[config.mk]
export PLATFORM = sky130hd
export DESIGN_NAME = lnl_io_ctrl
export DESIGN_NICKNAME = d
export VERILOG_FILES = /design/src/rtl/lnl_io_ctrl.sv
export SDC_FILE = /design/constraint.sdc
export NUM_CORES = 1
export LEC_CHECK = 0
export CORE_UTILIZATION = 24
export DETAILED_ROUTE_END_ITERATION = 8
export PLACE_DENSITY = 0.44
export SETUP_SLACK_MARGIN = 0.1
export SKIP_CTS_REPAIR_TIMING = 1
export SYNTH_ARGS = -nofsm -noshare
export SYNTH_HDL_FRONTEND = slang
export SYNTH_SLANG_ARGS = --single-unit
[constraint.sdc]
create_clock -name clk -period 7 [get_ports clk]
set_clock_uncertainty 0.1 [all_clocks]
set_input_delay 1.4 -clock clk [delete_from_list [all_inputs] [get_ports clk]]
set_output_delay 1.4 -clock clk [all_outputs]
set_load 0.03 [all_outputs]
[src/rtl/lnl_io_ctrl.sv]
// Keyboard/display I/O controller: synchronised key strobe feeding a FWFT input FIFO,
// plus a display register with a fixed-length busy window after each accepted OUT.
module lnl_io_ctrl #(
  parameter int DW       = 8,
  parameter int DEPTH    = 4,
  parameter int SYNC     = 2,
  parameter int OUT_BUSY = 4
) (
  input  logic                         clk,
  input  logic                         rst_n,
  input  logic [DW-1:0]                kbd_data,
  input  logic                         kbd_strobe,
  input  logic                         inp_rd,
  output logic [DW-1:0]                inp_data,
  output logic                         fgi,
  input  logic                         out_wr,
  input  logic [DW-1:0]                out_wdata,
  output logic [DW-1:0]                disp,
  output logic                         fgo,
  input  logic                         ien,
  output logic                         irq,
  output logic [$clog2(DEPTH+1)-1:0]   level,
  output logic                         ovf,
  input  logic                         ovf_clr
);

  localparam int AW = $clog2(DEPTH);
  localparam int PW = AW + 1;
  localparam int LW = $clog2(DEPTH + 1);
  localparam int CW = $clog2(OUT_BUSY + 1);

  // ---------------------------------------------------------------- strobe path
  // Chain and edge flop reset high so a strobe held through reset release is not a key.
  logic [SYNC-1:0] sync_reg;
  logic            prev_reg;
  logic            push;

  always_ff @(posedge clk or negedge rst_n) begin
    if (!rst_n) begin
      sync_reg <= '1;
      prev_reg <= 1'b1;
    end else begin
      sync_reg <= {sync_reg[SYNC-2:0], kbd_strobe};
      prev_reg <= sync_reg[SYNC-1];
    end
  end

  assign push = sync_reg[SYNC-1] & ~prev_reg;

  // ---------------------------------------------------------------- input FIFO
  logic [DW-1:0] mem [DEPTH];
  logic [PW-1:0] wr_ptr_reg, wr_ptr_next;
  logic [PW-1:0] rd_ptr_reg, rd_ptr_next;
  logic [DW-1:0] head_reg, head_next;
  logic          ovf_reg;
  logic          empty, full, pop_ok, wr_en, ovf_set;

  assign empty   = (wr_ptr_reg == rd_ptr_reg);
  assign full    = (wr_ptr_reg[AW] != rd_ptr_reg[AW]) &&
                   (wr_ptr_reg[AW-1:0] == rd_ptr_reg[AW-1:0]);
  assign pop_ok  = inp_rd & ~empty;
  // A pop frees the slot, so a push into a full FIFO still lands when paired with a pop.
  assign wr_en   = push & (~full | pop_ok);
  assign ovf_set = push & full & ~pop_ok;

  always_comb begin
    rd_ptr_next = rd_ptr_reg + {{AW{1'b0}}, pop_ok};
    wr_ptr_next = wr_ptr_reg + {{AW{1'b0}}, wr_en};
    head_next   = '0;
    if (rd_ptr_next != wr_ptr_next) begin
      // New head is the word being written this cycle: bypass the storage array.
      if (wr_en && (rd_ptr_next == wr_ptr_reg))
        head_next = kbd_data;
      else
        head_next = mem[rd_ptr_next[AW-1:0]];
    end
  end

  always_ff @(posedge clk) begin
    if (wr_en)
      mem[wr_ptr_reg[AW-1:0]] <= kbd_data;
  end

  always_ff @(posedge clk or negedge rst_n) begin
    if (!rst_n) begin
      wr_ptr_reg <= '0;
      rd_ptr_reg <= '0;
      head_reg   <= '0;
      ovf_reg    <= 1'b0;
    end else begin
      wr_ptr_reg <= wr_ptr_next;
      rd_ptr_reg <= rd_ptr_next;
      head_reg   <= head_next;
      if (ovf_set)
        ovf_reg <= 1'b1;
      else if (ovf_clr)
        ovf_reg <= 1'b0;
    end
  end

  assign inp_data = head_reg;
  assign fgi      = ~empty;
  assign level    = LW'(wr_ptr_reg - rd_ptr_reg);
  assign ovf      = ovf_reg;

  // ---------------------------------------------------------------- output path
  typedef enum logic {
    OUT_IDLE = 1'b0,
    OUT_WAIT = 1'b1
  } out_state_t;

  out_state_t    out_state_reg;
  logic [CW-1:0] busy_cnt_reg;
  logic [DW-1:0] disp_reg;
  logic          fgo_reg;

  always_ff @(posedge clk or negedge rst_n) begin
    if (!rst_n) begin
      out_state_reg <= OUT_IDLE;
      busy_cnt_reg  <= '0;
      disp_reg      <= '0;
      fgo_reg       <= 1'b1;
    end else begin
      case (out_state_reg)
        OUT_IDLE: begin
          if (out_wr) begin
            disp_reg      <= out_wdata;
            fgo_reg       <= 1'b0;
            busy_cnt_reg  <= CW'(OUT_BUSY);
            out_state_reg <= OUT_WAIT;
          end
        end
        OUT_WAIT: begin
          // Writes during the busy window are dropped; fgo returns on the 1->0 step.
          busy_cnt_reg <= busy_cnt_reg - CW'(1);
          if (busy_cnt_reg == CW'(1)) begin
            fgo_reg       <= 1'b1;
            out_state_reg <= OUT_IDLE;
          end
        end
        default: begin
          out_state_reg <= OUT_IDLE;
          fgo_reg       <= 1'b1;
          busy_cnt_reg  <= '0;
        end
      endcase
    end
  end

  assign disp = disp_reg;
  assign fgo  = fgo_reg;
  assign irq  = ien & (fgi | fgo);

endmodule

==> impl_metrics.csv <==
group,metric,value,unit
final_layout,largest_register_ffs,32,
synthesis,yosys.area_share.xor_xnor,5.697,%
final_layout,syn_to_final_growth,31.21,%
timing,report.final.hold_viol_count,0,
clock_network,root_driver,"sky130_fd_sc_hd__clkbuf_8",
synthesis,flip_flop_and_latch_count_after_synthesis,63,
clock_network,cts_num_sinks,63,
synthesis,netlist.top_cell.by_area,"sky130_fd_sc_hd__edfxtp_1",
synthesis,synthesis.area_per_instance,17.20,um^2
synthesis,synth_warnings,0,
placed_design,io_buffer_count,45,
worst_hold_path,hold_class,"reg2reg",
floorplanning,die_h,106.4,um
critical_path,largest_fanout_on_the_critical_path,1,
critical_path,crit_path_start_kind,"primary input",
grt,antenna_found_initial,0,
grt,wire_length_of_the_first_global_routing_pass,8114,um
final_layout,antennaDiodeCount,0,
timing,min_period_over_period,58.93,%
timing,setup_repair_after_global_routing_missed_its_margin,"no",
synthesis,synth.mux.area_fraction,11.35,%
detailed_routing,route.vias.total,1428,
detailed_routing,drt_wl_cell,14.66,um
grt,number_of_global_route_vias_before_repair,1482,
synthesis,ys.flop_type,"sky130_fd_sc_hd__edfxtp_1",
final_layout,final_util,32.78,%
status,status,"finished, final reports clean",
power_and_ir_drop,power.static_leakage,1.356,nW
placed_design,placement.cell_area,3226,um^2
clock_network,htreeDepth,3,
final_layout,fin_cells,346,
grt,overflow_after_grt,0,
detailed_routing,drc_errors,0,
critical_path,setup.worst_path.class,"in2out",
critical_path,worst-endpoint-arrival,2.62,ns
synthesis,synth_area_leaders,"sky130_fd_sc_hd__edfxtp_1, sky130_fd_sc_hd__dfrtp_1, sky130_fd_sc_hd__mux4_1",
detailed_routing,drt_first_iter_violations,64,
clock_network,number_of_clock_buffers_inserted_by_tritoncts,9,
critical_path,crit_slowest_cell,"sky130_fd_sc_hd__clkdlybuf4s50_1",
critical_path,worst_path_most_repeated_cell,"sky130_fd_sc_hd__clkdlybuf4s50_1",
final_layout,final_design_area_no_fill,3430,um^2
final_layout,layout-drive-gt1-share,15.71,%
final_layout,num-nets-final,236,
timing,max_slew_violation_count,0,
power_and_ir_drop,total_power_per_unit_cell_area,521.8,nW/um^2
final_layout,final-seq-area,1742,um^2
synthesis,mappedNetlistNets,183,
placed_design,dp_hpwl,3414,um
clock_network,cts_buffer_depth,2,
synthesis,ys_top_cells_by_count,"sky130_fd_sc_hd__edfxtp_1, sky130_fd_sc_hd__dfrtp_1, sky130_fd_sc_hd__inv_1, sky130_fd_sc_hd__a22o_1, sky130_fd_sc_hd__mux2_2",
floorplanning,rows,37,
detailed_routing,vias_per_cell,4.127,
grt,grt.total_usage,9.876,%
synthesis,synth-edff-count,32,
critical_path,cpPeakStageDelay,0.66,ns
synthesis,yosys.area_share.adder,4.117,%
timing,achievable-frequency,242.4,MHz
clock_network,tritoncts_clock_tree,"built",
grt,grt_max_degree,32,
synthesis,post-synth-top-count-cell,"sky130_fd_sc_hd__edfxtp_1",
clock_network,cts.reportedPaths.clkPinSlew,0.06,ns
detailed_routing,postRouteAntennaNets,0,
timing,timing.setup.tns,0,ns
critical_path,timing.critical_path.to_type,"output pin",
synthesis,synth_cells,152,
floorplanning,dieArea,11310,um^2
final_layout,nFillCells,1056,
job,max_cap_viol_count,0,
timing,timing.max_slew.rel_slack,38.90,%
detailed_routing,drt-pass1-iter-count,4,
floorplanning,initial_core_util,24.98,%
synthesis,synthSimpleGateAreaFrac,4.404,%
placed_design,dp_cells,330,
final_layout,area_used_by_multi_input_combinational_logic,810.8,um^2
critical_path,timing.critical_path.cells,"clkdlybuf4s50_1 -> o21a_1 -> clkdlybuf4s50_1",
timing,finalSetupViolCount,0,
detailed_routing,routed_wirelength,5073,um
synthesis,synth_top_area_share,36.76,%
floorplanning,num_io_pins,46,
critical_path,cp_data_required_time,5.50,ns
synthesis,seq_area_frac_synth,66.63,%
synthesis,async_reset_ff_share,49.21,%
synthesis,compound_cell_area_share_of_the_yosys_netlist,5.457,%
synthesis,combinational_family_with_the_most_area_after_synthesis,"multiplexers",
clock_network,worst_skew_pair.late_latency,0.33,ns
power_and_ir_drop,worst_ir_drop_vdd,0.1362,mV
floorplanning,die_w,106.4,um
floorplanning,core_area,10460,um^2
synthesis,synthDistinctLibCells,36,
synthesis,post_synth_instance_area,2614,um^2
timing,tightest_slew,0.9132,ns
placed_design,routabilityCongestion,0.6759,
timing,timing.final.crit_period,4.125,ns
[metrics by stage]
| step | hold WS [ns] | power (mW) | worst slack [ns] |
|---|---|---|---|
| finish | 0.2597 | 1.789 | 2.875 |
| detailed placement | 0.2520 | 1.482 | 2.755 |
| global placement | 0.2480 | 1.482 | 2.827 |
| CTS | 0.2620 | 1.819 | 2.866 |
| floorplan | 0.2452 | 1.188 | 3.490 |
| global route | 0.2699 | 1.900 | 2.845 |
[worst max-delay path, delay by kind of cell]
kind,cells,cell delay (ns)
buf+inv,2,1.12
compound gates,1,0.11
[cells in the final DEF, fill, tap and decap left out, drive strengths merged, types with 7 or more instances in the layout]
cell type       n
inv            12
clkbuf         10
xnor2           7
clkdlybuf4s50  45
a22o            8
edfxtp         32
mux2            8
ha              7
dfrtp          27
mux4            8
[cells by family after synthesis]
| group | after synthesis |
|---|---|
| compound gates | 17 |
| buf+inv | 16 |
| simple gates | 20 |
| flops | 63 |
| fa+ha+maj | 8 |
| xor+xnor | 12 |
| mux | 16 |
[layer usage]
| metal | vias up | global-route usage, % | share of wire (%) |
|---|---|---|---|
| met2 | 44 | 16.09 | 49 |
| met3 | 8 | 4.108 | 5.0 |
| li1 | 672 | - | - |
| met5 | - | 0 | 0 |
| met1 | 704 | 11.72 | 45 |
| met4 | 0 | 3.274 | 1.2 |
[power by group]
| part | internal [mW] | switching, mW | leakage (nW) | total (mW) |
|---|---|---|---|---|
| logic | 0.431 | 0.458 | 0.600 | 0.889 |
| clock network | 0.196 | 0.132 | 0.103 | 0.328 |
| registers | 0.505 | 0.0674 | 0.653 | 0.572 |
[layout make-up]
| type | instances | area share (%) |
|---|---|---|
| inverters | 12 | 1.313 |
| well taps | 136 | 4.962 |
| clock buffers | 10 | 3.721 |
| multi-input cells | 73 | 23.64 |
| clock inverters | 6 | 2.225 |
| flip-flops and latches | 63 | 50.78 |
| repair buffers | 46 | 13.35 |
[worst paths after layout]
check	slack, ns	to	from	cells after the start
worst min-delay path	0.26	sync_reg[1]$_DFF_PN1_	sync_reg[0]$_DFF_PN1_	0
worst min register to register	0.26	sync_reg[1]$_DFF_PN1_	sync_reg[0]$_DFF_PN1_	0
min in group asynchronous	1.36	wr_ptr_reg[0]$_DFF_PN0_	rst_n	2
worst max-delay path	2.88	irq	ien	3
worst max register to register	3.66	inp_data[6]$_DFF_PN0_	wr_ptr_reg[0]$_DFF_PN0_	12
max in group asynchronous	5.11	fgo$_DFFE_PN1P_	rst_n	2
(Power assumes the default switching activity.)
